`config.mk`:
```
export PLATFORM = sky130hd
export DESIGN_NAME = hd_addr_burst_gen
export DESIGN_NICKNAME = d
export VERILOG_FILES = /design/src/rtl/hd_addr_burst_gen.sv
export SDC_FILE = /design/constraint.sdc
export NUM_CORES = 1
export LEC_CHECK = 0
export CORE_MARGIN = 2
export CORE_UTILIZATION = 63
export CTS_BUF_LIST = sky130_fd_sc_hd__clkbuf_8
export CTS_CLUSTER_SIZE = 12
export DETAILED_ROUTE_END_ITERATION = 8
export PLACE_DENSITY_LB_ADDON = 0.3
export SLEW_MARGIN = 5
export SYNTH_ARGS = -nofsm -noshare
export SYNTH_HDL_FRONTEND = slang
export SYNTH_SLANG_ARGS = --single-unit
```
`constraint.sdc`:
```
create_clock -name clk -period 13.2 [get_ports clk]
set_clock_uncertainty 0.1 [all_clocks]
set_input_delay 2.64 -clock clk [delete_from_list [all_inputs] [get_ports clk]]
set_output_delay 2.64 -clock clk [all_outputs]
set_load 0.02 [all_outputs]
```
`src/rtl/hd_addr_burst_gen.sv`:
```
// HD address burst generator: turns a copy / SR-LR / page request into a
// range-checked run of consecutive addresses handed out under valid/ready.
module hd_addr_burst_gen #(
  parameter int ADDR_W     = 14,
  parameter int PID_W      = 14,
  parameter int INDEX_W    = 8,
  parameter int SLOT_WORDS = 40,
  parameter int SR_BASE    = 500,
  parameter int PAGE_BASE  = 800
) (
  input  logic               clk,
  input  logic               reset,
  input  logic               start,
  input  logic [1:0]         mode,
  input  logic [PID_W-1:0]   pid,
  input  logic [INDEX_W-1:0] index,
  input  logic [INDEX_W-1:0] len,
  output logic [ADDR_W-1:0]  addr_out,
  output logic               addr_valid,
  input  logic               addr_ready,
  output logic               busy,
  output logic               done,
  output logic               fault
);

  // state   | meaning
  // IDLE    | waiting for start; operands latched on start
  // CALC    | one cycle: base address and range checks from latched operands
  // BURST   | addr_valid high, one address per accepted beat
  // FIN     | one cycle: done pulse, fault if the request was rejected

  localparam int CALC_W = ADDR_W + PID_W + INDEX_W + 7;

  typedef enum logic [1:0] {
    S_IDLE  = 2'd0,
    S_CALC  = 2'd1,
    S_BURST = 2'd2,
    S_FIN   = 2'd3
  } state_t;

  state_t state_q, state_d;

  logic [1:0]         mode_q;
  logic [PID_W-1:0]   pid_q;
  logic [INDEX_W-1:0] index_q;
  logic [INDEX_W-1:0] len_q;
  logic [INDEX_W-1:0] cnt_q;
  logic               fault_q;

  logic [CALC_W-1:0]  slot_off;
  logic [CALC_W-1:0]  base;
  logic [CALC_W-1:0]  end_excl;
  logic [CALC_W-1:0]  slot_end;
  logic               calc_fault;
  logic               skip_burst;

  // Everything is carried wide so an oversized pid cannot wrap past the check.
  always_comb begin
    slot_off = CALC_W'(SLOT_WORDS) * CALC_W'(pid_q) + CALC_W'(index_q);
    case (mode_q)
      2'd0:    base = CALC_W'(pid_q);
      2'd1:    base = CALC_W'(SR_BASE) + slot_off;
      2'd2:    base = CALC_W'(PAGE_BASE) + slot_off;
      default: base = '0;
    endcase
    end_excl   = base + CALC_W'(len_q);
    slot_end   = CALC_W'(index_q) + CALC_W'(len_q);
    calc_fault = (mode_q == 2'd3)
               || ((len_q != '0) && (end_excl > (CALC_W'(1) << ADDR_W)))
               || (((mode_q == 2'd1) || (mode_q == 2'd2)) && (slot_end > CALC_W'(SLOT_WORDS)));
    skip_burst = calc_fault || (len_q == '0);
  end

  always_ff @(posedge clk) begin
    if (reset) state_q <= S_IDLE;
    else       state_q <= state_d;
  end

  always_comb begin
    state_d    = state_q;
    addr_valid = 1'b0;
    busy       = 1'b1;
    done       = 1'b0;
    fault      = 1'b0;
    case (state_q)
      S_IDLE: begin
        busy = 1'b0;
        if (start) state_d = S_CALC;
      end
      S_CALC: begin
        state_d = skip_burst ? S_FIN : S_BURST;
      end
      S_BURST: begin
        addr_valid = 1'b1;
        if (addr_ready && (cnt_q == INDEX_W'(1))) state_d = S_FIN;
      end
      S_FIN: begin
        done    = 1'b1;
        fault   = fault_q;
        state_d = S_IDLE;
      end
      default: state_d = S_IDLE;
    endcase
  end

  // Remaining-beat counter runs down to a terminal count of one.
  always_ff @(posedge clk) begin
    if (reset) begin
      mode_q   <= '0;
      pid_q    <= '0;
      index_q  <= '0;
      len_q    <= '0;
      cnt_q    <= '0;
      fault_q  <= 1'b0;
      addr_out <= '0;
    end else begin
      case (state_q)
        S_IDLE: begin
          if (start) begin
            mode_q  <= mode;
            pid_q   <= pid;
            index_q <= index;
            len_q   <= len;
          end
        end
        S_CALC: begin
          fault_q <= calc_fault;
          cnt_q   <= len_q;
          if (!skip_burst) addr_out <= base[ADDR_W-1:0];
        end
        S_BURST: begin
          if (addr_ready) begin
            addr_out <= addr_out + ADDR_W'(1);
            cnt_q    <= cnt_q - INDEX_W'(1);
          end
        end
        default: ;
      endcase
    end
  end

endmodule

```
======== Word-level counts from Yosys, hierarchy flattened ========
Index checks and enable logic that the tools add are counted.
cells by class
  $add $sub $neg .......................... 7
  multipliers ............................. 1
  $lt $le $gt $ge ......................... 2
  equal/unequal tests ..................... 11
  muxes and demuxes ....................... 14
  reduce and logical (&&, ||, !) cells .... 16
operator list
  kind                      count
  $pmux W22 S3              1
  $add A43 B8 Y43           1
  $gt A43 B15 Y1 const B    1
  $mux W14                  2
  $pmux W14 S2              1
  $add A10 B21 Y22 const A  1
  $add A9 B21 Y22 const A   1
  $add A20 B8 Y21           1
  $mul A3 B14 Y17 const A   1
  $pmux W8 S2               1
  $add A14 B1 Y14 const B   1
  $add A8 B8 Y9             1
  $gt A9 B6 Y1 const B      1
  $eq A2 B2 Y1 const B      4
  $eq A8 B1 Y1 const B      1
  $logic_not A8 Y1          1
  $mux W8                   1
  $ne A2 B2 Y1 const B      4
  $pmux W2 S4               1
  $reduce_bool A8 Y1        1
  $sub A8 B1 Y8 const B     1
  $reduce_and A2 Y1         3
  $mux W1                   5
  $eq A2 B1 Y1 const B      2
  6 further kinds           13
storage, ports and cells
  register bits ........................... 57
  input port bits ......................... 36
  output and inout bits ................... 18

======== Longest topological paths before layout ========
Gate-level depths: netlist of run 1.
  depth after elaboration ................. 12
  mapped depth ............................ 27

======== Least setup slack after synthesis of run 1 ========
Ideal clock, no wire load.
  path type ............................... reg-to-reg
  start point ............................. register pid_q[1]
  end point ............................... register addr_out[8]
  setup time .............................. 0.119 ns
  data arrival time ....................... 5.121 ns
  data required time ...................... 12.981 ns
  setup slack ............................. 7.861 ns
  cell stages (with the launch flop) ...... 23
  buffers on the path ..................... 1
  clock period less this slack ............ 5.339 ns
  cells stage by stage .................... dfxtp_1 > ha_1 > ha_1 > inv_1 > fa_1 > inv_1 > ha_1 > inv_1 > o21ba_2 > nand3_1 > a2111oi_2 > or3_1 > a32oi_1 > a2111oi_0 > and2_1 > or4b_1 > o21ai_0 > a21oi_1 > a21o_1 > o31ai_4 > buf_6 > o211ai_1 > o2bb2ai_1
on the way
  longest elaborated chain between the ends .. 12
ends and longest elaborated chain
  item                                                 line    RTL
  from (decl)                                          44      logic [PID_W-1:0] pid_q;
  from (signal assigned)                               121     pid_q <= pid;
  $mul A3 B14 Y17                                      59      slot_off = CALC_W'(SLOT_WORDS) * CALC_W'(pid_q) + CALC_W'(index_q);
  $add A20 B8 Y21                                      59
  $add A10 B21 Y22 or $add A9 B21 Y22 (tied branches)  63, 62
  $pmux W22 S3 (*)                                     60      case (mode_q)
  $add A43 B8 Y43                                      66      end_excl = base + CALC_W'(len_q);
  $gt A43 B15 Y1                                       69      || ((len_q != '0) && (end_excl > (CALC_W'(1) << ADDR_W)))
  $logic_and A1 B1 Y1                                  69
  $logic_or A1 B1 Y1                                   69
  $logic_or A1 B1 Y1                                   70      || (((mode_q == 2'd1) || (mode_q == 2'd2)) && (slot_end > CALC_W'(SLOT_WORDS)));
  $logic_or A1 B1 Y1                                   71      skip_burst = calc_fault || (len_q == '0);
  $ne A2 B2 Y1 (no source line)                        n/a
  $reduce_and A3 Y1 (no source line)                   n/a
  to (signal assigned)                                 129     if (!skip_burst) addr_out <= base[ADDR_W-1:0];
  to (signal assigned)                                 133     addr_out <= addr_out + ADDR_W'(1);
  to (decl)                                            18      output logic [ADDR_W-1:0] addr_out,
Every way passes the cells marked *; elsewhere a longest branch is shown, timed or not. The select of a mux whose other input is x is not followed.
A chain may end at the register's enable or synchronous reset.

======== Final worst setup path of run 1 ========
  start point ............................. register pid_q[1]
  end point ............................... register addr_out[6]
Same word-level chain as after synthesis.

==> results of run 1 <==
[sequential cells by signal, indices dropped and copies added (netlist names)]
register and cells:
fault_q 1, mode_q 2, pid_q 14, cnt_q 8, len_q 8, addr_out 14
state_q 2, index_q 8
[through the flow]
stage,hold WS (ns),cell area (um2),worst slack [ns],instances,utilization (%)
6_report,0.369,6610,6.71,925,72.2
5_1_grt,0.389,6610,6.07,925,72.2
3_3_place_gp,0.355,6410,7.25,909,70.1
4_1_cts,0.372,6610,6.80,925,72.2
2_1_floorplan,0.341,5900,7.86,780,-
3_5_place_dp,0.360,6410,6.93,909,70.1
[how the worst min path moves through the flow]
| stage | slack [ns] | endpoint |
|---|---|---|
| floorplan | 0.34 | cnt_q[1] |
| global placement | 0.36 | cnt_q[1] |
| detailed placement | 0.36 | cnt_q[1] |
| CTS | 0.37 | cnt_q[1] |
| global route | 0.39 | cnt_q[1] |
| finish | 0.37 | cnt_q[1] |
[area by class of cell]
type	instances	area share, %
Clock inverter	7	1.08
Tap cell	111	2.10
Sequential cell	57	17.3
Inverter	32	1.82
Clock buffer	9	1.87
Timing Repair Buffer	53	7.95
Multi-Input combinational cell	656	67.9
[kinds of logic after synthesis]
group	count (synthesis)	share of synthesized area, %
AND/OR/NAND/NOR	288	23.8
XOR/XNOR	44	6.91
AO/OA/AOI/OAI	257	30.7
buffers and inverters	67	4.64
multiplexers	3	0.530
flip-flops	57	19.3
adder cells (fa/ha/maj)	64	14.1
[power breakdown]
part	total, mW	switching [mW]	internal [mW]
Combinational	0.761	0.467	0.294
Clock	0.167	0.0796	0.0870
Sequential	0.271	0.0555	0.215
[routing by layer]
metal  track usage, %  part of all wire, %  up-vias
met5                0                    0        -
met2             55.1                   48      199
li1                 -                    -     2945
met3             5.69                  4.9       33
met1             41.2                   45     2827
met4             10.7                  2.3        0
[synth_stat cells, drive strengths merged, types with 4 or more instances]
cell	number
nand2	112
a21oi	80
ha	60
dfxtp	57
nor2	46
inv	32
o21ai	31
nand3	30
clkbuf	27
xnor2	27
xor2	17
a211oi	16
nor3	16
a21o	15
o211ai	15
and2	13
nor2b	13
a31oi	10
or3	10
a22oi	9
buf	8
a222oi	7
nand4	7
nor4	7
o2bb2ai	7
o31ai	7
a2111oi	6
o22ai	6
or2	6
a211o	5
and3	5
nand2b	5
fa	4
nand4b	4
nor3b	4
o21a	4
o21ba	4
[critical path, cell delays in order, from the launching register on]
cell and delay [ns]:
dfxtp_1 0.37, ha_1 0.31, ha_1 0.20, inv_1 0.07, fa_1 0.48, inv_1 0.05
ha_1 0.30, inv_1 0.11, o21ba_2 0.19, nand3_1 0.24, a2111oi_1 0.79, xor2_1 0.19
a32oi_1 0.11, a211oi_1 0.36, nand3b_1 0.17, nor4_1 0.56, nor4bb_1 0.40, a211oi_1 0.16
o31ai_4 0.75, nand2_2 0.27, o2bb2ai_1 0.25
==> metrics.md, run 1 <==
| Metric | Value |
|---|---|
| Run status | `finished, final reports clean` |
| Yosys cell types | `90` |
| Reg clk slew, reported paths | `0.07 ns` |
| Fin. Hold Viols | `0` |
| Worst-Margin Slew | `1.08 ns` |
| Worst setup path start | `pid_q[1]` |
| Crit path time final | `6.49 ns` |
| Vias per cell | `6.49` |
| Commonest cells after routing, fill and taps aside | `nand2_1 (111), a21oi_1 (79), ha_1 (60)` |
| Multi-input logic area | `4490 um2` |
| Post-CTS Hold Fix Bufs | `0` |
| Top post-synthesis cells by area | `dfxtp_1 (19%), ha_1 (13%), nand2_1 (7.1%)` |
| Initial antenna violation count | `0` |
| Setup TNS | `0 ns` |
| FMAX | `154 MHz` |
| Post-synthesis sequential area ratio | `19.3%` |
| Syn_area_per_cell | `7.57 um2` |
| Async set-reset flop share out of synthesis | `0%` |
| N_diodes | `0` |
| Crit start category | `flip-flop` |
| Post-Syn Area | `5900 um2` |
| Hold_sp | `cnt_q[1]` |
| IO Count | `54` |
| Post-synth top area share | `19.3%` |
| Register area | `1140 um2` |
| Per-cell routed wire length | `17.1 um` |
| RSZ-0062 raised after global routing | `false` |
| Starting Density | `64.5%` |
| Via count | `6004` |
| IO Port Bufs | `53` |
| Arr. time, crit path | `6.65 ns` |
| Number of placement rows | `35` |
| Synth area leader | `dfxtp_1` |
| R2R Path End | `addr_out[6]` |
| Required time at the worst-slack endpoint | `13.37 ns` |
| Chip height | `101 um` |
| Hold Crit Class | `flip-flop to flip-flop` |
| Global-route wire length before repair | `26800 um` |
| # DRC | `0` |
| Dpl hpwl | `12100 um` |
| Placer Congestion | `0.950` |
| Largest net degree at the start of global routing | `60` |
| Clock sinks | `57` |
| Core area | `9150 um2` |
| Layout cells sized above 1 | `5.41%` |
| Skew-Pair Late Insertion Delay | `0.35 ns` |
| Detailed Routing Iterations Pass 1 | `6` |
| Fillers | `749` |
| Peak supply drop | `0.150 mV` |
| Ratio of final minimum period to clock period | `49.2%` |
| Post-CTS Resized | `0` |
| Slew headroom | `28.0%` |
| Final ANT Viol Nets | `0` |
| Cell Pwr Density | `181 nW/um2` |
| Max Slew Vio Count | `0` |
| Max cap viols | `0` |
| Nets@finish | `909` |
| Reg2Reg Depth | `20` |
| CTS H-Tree Depth | `3` |
| Post-synthesis cell count | `780` |
| Synthesis warning total | `0` |
| Total CTS buffers | `9` |
| Setup crit end | `addr_out[6]` |
| Syn Nets | `880` |
| Vias in the first global route | `5815` |
| Final setup viols | `0` |
| Root buf cell | `clkbuf_8` |
| FF-to-FF Start | `pid_q[1]` |
| DRT Wirelength | `15800 um` |
| CP Max Fanout | `17` |
| R2R Setup Slk | `6.71 ns` |
| Overall Power | `1.20 mW` |
| GRT Total Usage | `32.3%` |
| CTS tree | `built` |
| Leakage power | `2.62 nW` |
| Critical path class | `flip-flop to flip-flop` |
| Post-synth EDFFs | `0` |
| Die width | `101 um` |
| CP Capture Type | `flip-flop` |
| Post-CTS Setup Inserts | `0` |
| Register bit total from synthesis | `57` |
| Grt total ovfl | `0` |
| WHS Path Cells | `2` |
| Dominant synthesized flop cell | `dfxtp_1` |
| P&R area growth vs syn | `12.0%` |
| Die Area | `10200 um2` |
| CTS Buffer Depth | `2` |
| Commonest non-fill, non-tap cell in the layout | `nand2_1` |
| 1st-iter DRT viols | `446` |
(Power assumes the default switching activity.)
==> inputs of run 2 (changes only) <==
--- a/config.mk
+++ b/config.mk
@@ -6,7 +6,7 @@
 export NUM_CORES = 1
 export LEC_CHECK = 0
 export CORE_MARGIN = 2
-export CORE_UTILIZATION = 63
+export CORE_UTILIZATION = 55
 export CTS_BUF_LIST = sky130_fd_sc_hd__clkbuf_8
 export CTS_CLUSTER_SIZE = 12
 export DETAILED_ROUTE_END_ITERATION = 8
==> constraint.sdc (replaced) <==
create_clock -name clk -period 5.25 [get_ports clk]
set_clock_uncertainty 0.1 [all_clocks]
set_input_delay 1.05 -clock clk [delete_from_list [all_inputs] [get_ports clk]]
set_output_delay 1.05 -clock clk [all_outputs]
set_load 0.02 [all_outputs]
==> run 2 against run 1 <==
  * Largest cell class unchanged
  * Combinational power grew to 3.0 times the previous value
  * Power rose to 2.9 times the previous value
  * The flow now finishes with violations (setup timing)
  * Utilization fell by 0.66 points
  * Die area increased by 14%
  * Non-clock buffer count increased by 48
  * Register-to-register slack got worse by 7.0 ns
  * Sequential power rose to 2.5 times the previous value
  * Critical path depth rose by 5
  * Worst setup slack worse by 7.0 ns
==> metrics.md, run 2 (synthesis gave the netlist of run 1 again) <==
| Metric | Value |
|---|---|
| Final ANT Viol Nets | `0` |
| Commonest non-fill, non-tap cell in the layout | `nand2_1` |
| Nets@finish | `957` |
| P&R area growth vs syn | `25.7%` |
| FMAX | `181 MHz` |
| Cell Pwr Density | `473 nW/um2` |
| Register area | `1150 um2` |
| Critical path's largest stage delay | `0.52 ns` |
| Placer Congestion | `0.976` |
| CTS H-Tree Depth | `3` |
| CTS Buffer Depth | `2` |
| Critical path class | `flip-flop to flip-flop` |
| Hold_sp | `cnt_q[1]` |
| Number of placement rows | `37` |
| Clock sinks | `57` |
| Multi-input logic area | `4820 um2` |
| Max Slew Vio Count | `0` |
| Required time at the worst-slack endpoint | `5.35 ns` |
| Finished Cell Area | `7420 um2` |
| Global-route wire length before repair | `28200 um` |
| Crit start category | `flip-flop` |
| FF-to-FF Start | `pid_q[1]` |
| Overall Power | `3.51 mW` |
| CTS tree | `built` |
| Worst hold slack | `0.367 ns` |
| Reg clk slew, reported paths | `0.07 ns` |
| Worst-Margin Slew | `1.08 ns` |
| Leakage power | `2.93 nW` |
| 1st-iter DRT viols | `596` |
| CP Capture Type | `flip-flop` |
| Max cap viols | `0` |
| Vias per cell | `6.38` |
| Initial antenna violation count | `0` |
| Chip height | `108 um` |
| Biggest regs | `addr_out (14), pid_q (14)` |
| Arr. time, crit path | `5.63 ns` |
| Ratio of final minimum period to clock period | `105%` |
| Cell mode on critical path | `ha_4` |
| IO Port Bufs | `53` |
| # DRC | `0` |
| Vias in the first global route | `5985` |
| IO Count | `54` |
| Pre-CTS setup slack | `-0.187 ns` |
| Die Area | `11600 um2` |
| Fin util | `71.6%` |
| Fin worst setup slack | `-0.277 ns` |
| CP Max Fanout | `6` |
| Total CTS buffers | `9` |
| DRT Wirelength | `17600 um` |
| Core area | `10400 um2` |
| Per-cell routed wire length | `17.7 um` |
| Post-CTS Hold Fix Bufs | `0` |
| Root buf cell | `clkbuf_8` |
| Run status | `complete, but fails checks` |
| Hold Crit Class | `flip-flop to flip-flop` |
| Dpl hpwl | `12800 um` |
| Layout cells sized above 1 | `16.4%` |
| Cell Area, Placed | `6850 um2` |
| Slowest stage cell, crit path | `fa_2` |
| Grt total ovfl | `0` |
| Worst setup path start | `pid_q[1]` |
| Fillers | `797` |
| N_diodes | `0` |
| Fin. Hold Viols | `0` |
| Largest net degree at the start of global routing | `60` |
| Slew headroom | `28.3%` |
| RSZ-0062 raised after global routing | `true` |
| Crit path time final | `5.53 ns` |
| Starting Density | `56.9%` |
| Failing checks | `setup timing` |
| Die width | `108 um` |
| Peak supply drop | `0.352 mV` |
| Via count | `6365` |
| Skew-Pair Late Insertion Delay | `0.36 ns` |
| GRT Total Usage | `30.2%` |
| Commonest cells after routing, fill and taps aside | `nand2_1 (111), a21oi_1 (76), dfxtp_1 (54)` |
| Detailed Routing Iterations Pass 1 | `6` |
| Final setup viols | `16` |
-- run 2: metal layers --
metal  part of all wire, %  up-vias  wire, um  track usage, %
li1                      -     3044         -               -
met1                    41     3021      7280            36.6
met2                    50      255      8820            53.2
met3                   5.7       45      1010            5.02
met4                   2.9        0       520            11.3
met5                     0        -         0               0
-- run 2: final cells by class --
cell class / instances / area share, %
multi-input combinational: 656 / 64.9
sequential: 57 / 15.5
inverter: 32 / 1.65
clock inverter: 4 / 1.32
clock buffer: 12 / 2.23
timing repair buffer: 101 / 12.1
tap: 136 / 2.29
-- run 2: critical path, delay by kind of cell (launching register included) --
kind,cells,cell delay (ns)
DFF,1,0.34
AOI/OAI and AO/OA,10,1.70
xor gates and xnor gates,1,0.20
and+or+nand+nor,6,1.44
buffers and inverters,3,0.13
adders and majority gates,5,1.45
-- run 2: path summary, 6_finish.rpt --
path	endpoint	slack, ns	cells past startpoint
min	cnt_q[1]	0.37	2
max	state_q[0]	-0.28	25
min reg2reg	cnt_q[1]	0.37	2
max reg2reg	state_q[0]	-0.28	25
-- run 2: what timing repair did --
item / 4_1_cts / 5_1_grt
resized for setup: 20 / 32
buffers inserted: 5 / 4
pin swaps: 11 / 14
setup endpoints to repair: 16 / 16
-- run 2: through the flow --
step	instances	setup TNS (ns)
after floorplan	780	0
after global placement	973	-0.0574
after detailed placement	973	-1.90
after CTS	994	-0.535
after global routing	998	-6.20
final	998	-3.18
-- run 2: power by group --
part | internal [mW] | leakage [nW] | switching [mW]
clock network | 0.354 | 0.129 | 0.195
logic | 0.954 | 2.34 | 1.33
registers | 0.542 | 0.468 | 0.137
==> inputs of run 3 (changes only) <==
--- a/config.mk
+++ b/config.mk
@@ -5,6 +5,7 @@
 export SDC_FILE = /design/constraint.sdc
 export NUM_CORES = 1
 export LEC_CHECK = 0
+export ABC_AREA = 0
 export CORE_MARGIN = 2
 export CORE_UTILIZATION = 55
 export CTS_BUF_LIST = sky130_fd_sc_hd__clkbuf_8
==> results of run 3 <==
Final layout, timing and power as in run 2 (identical DEF).
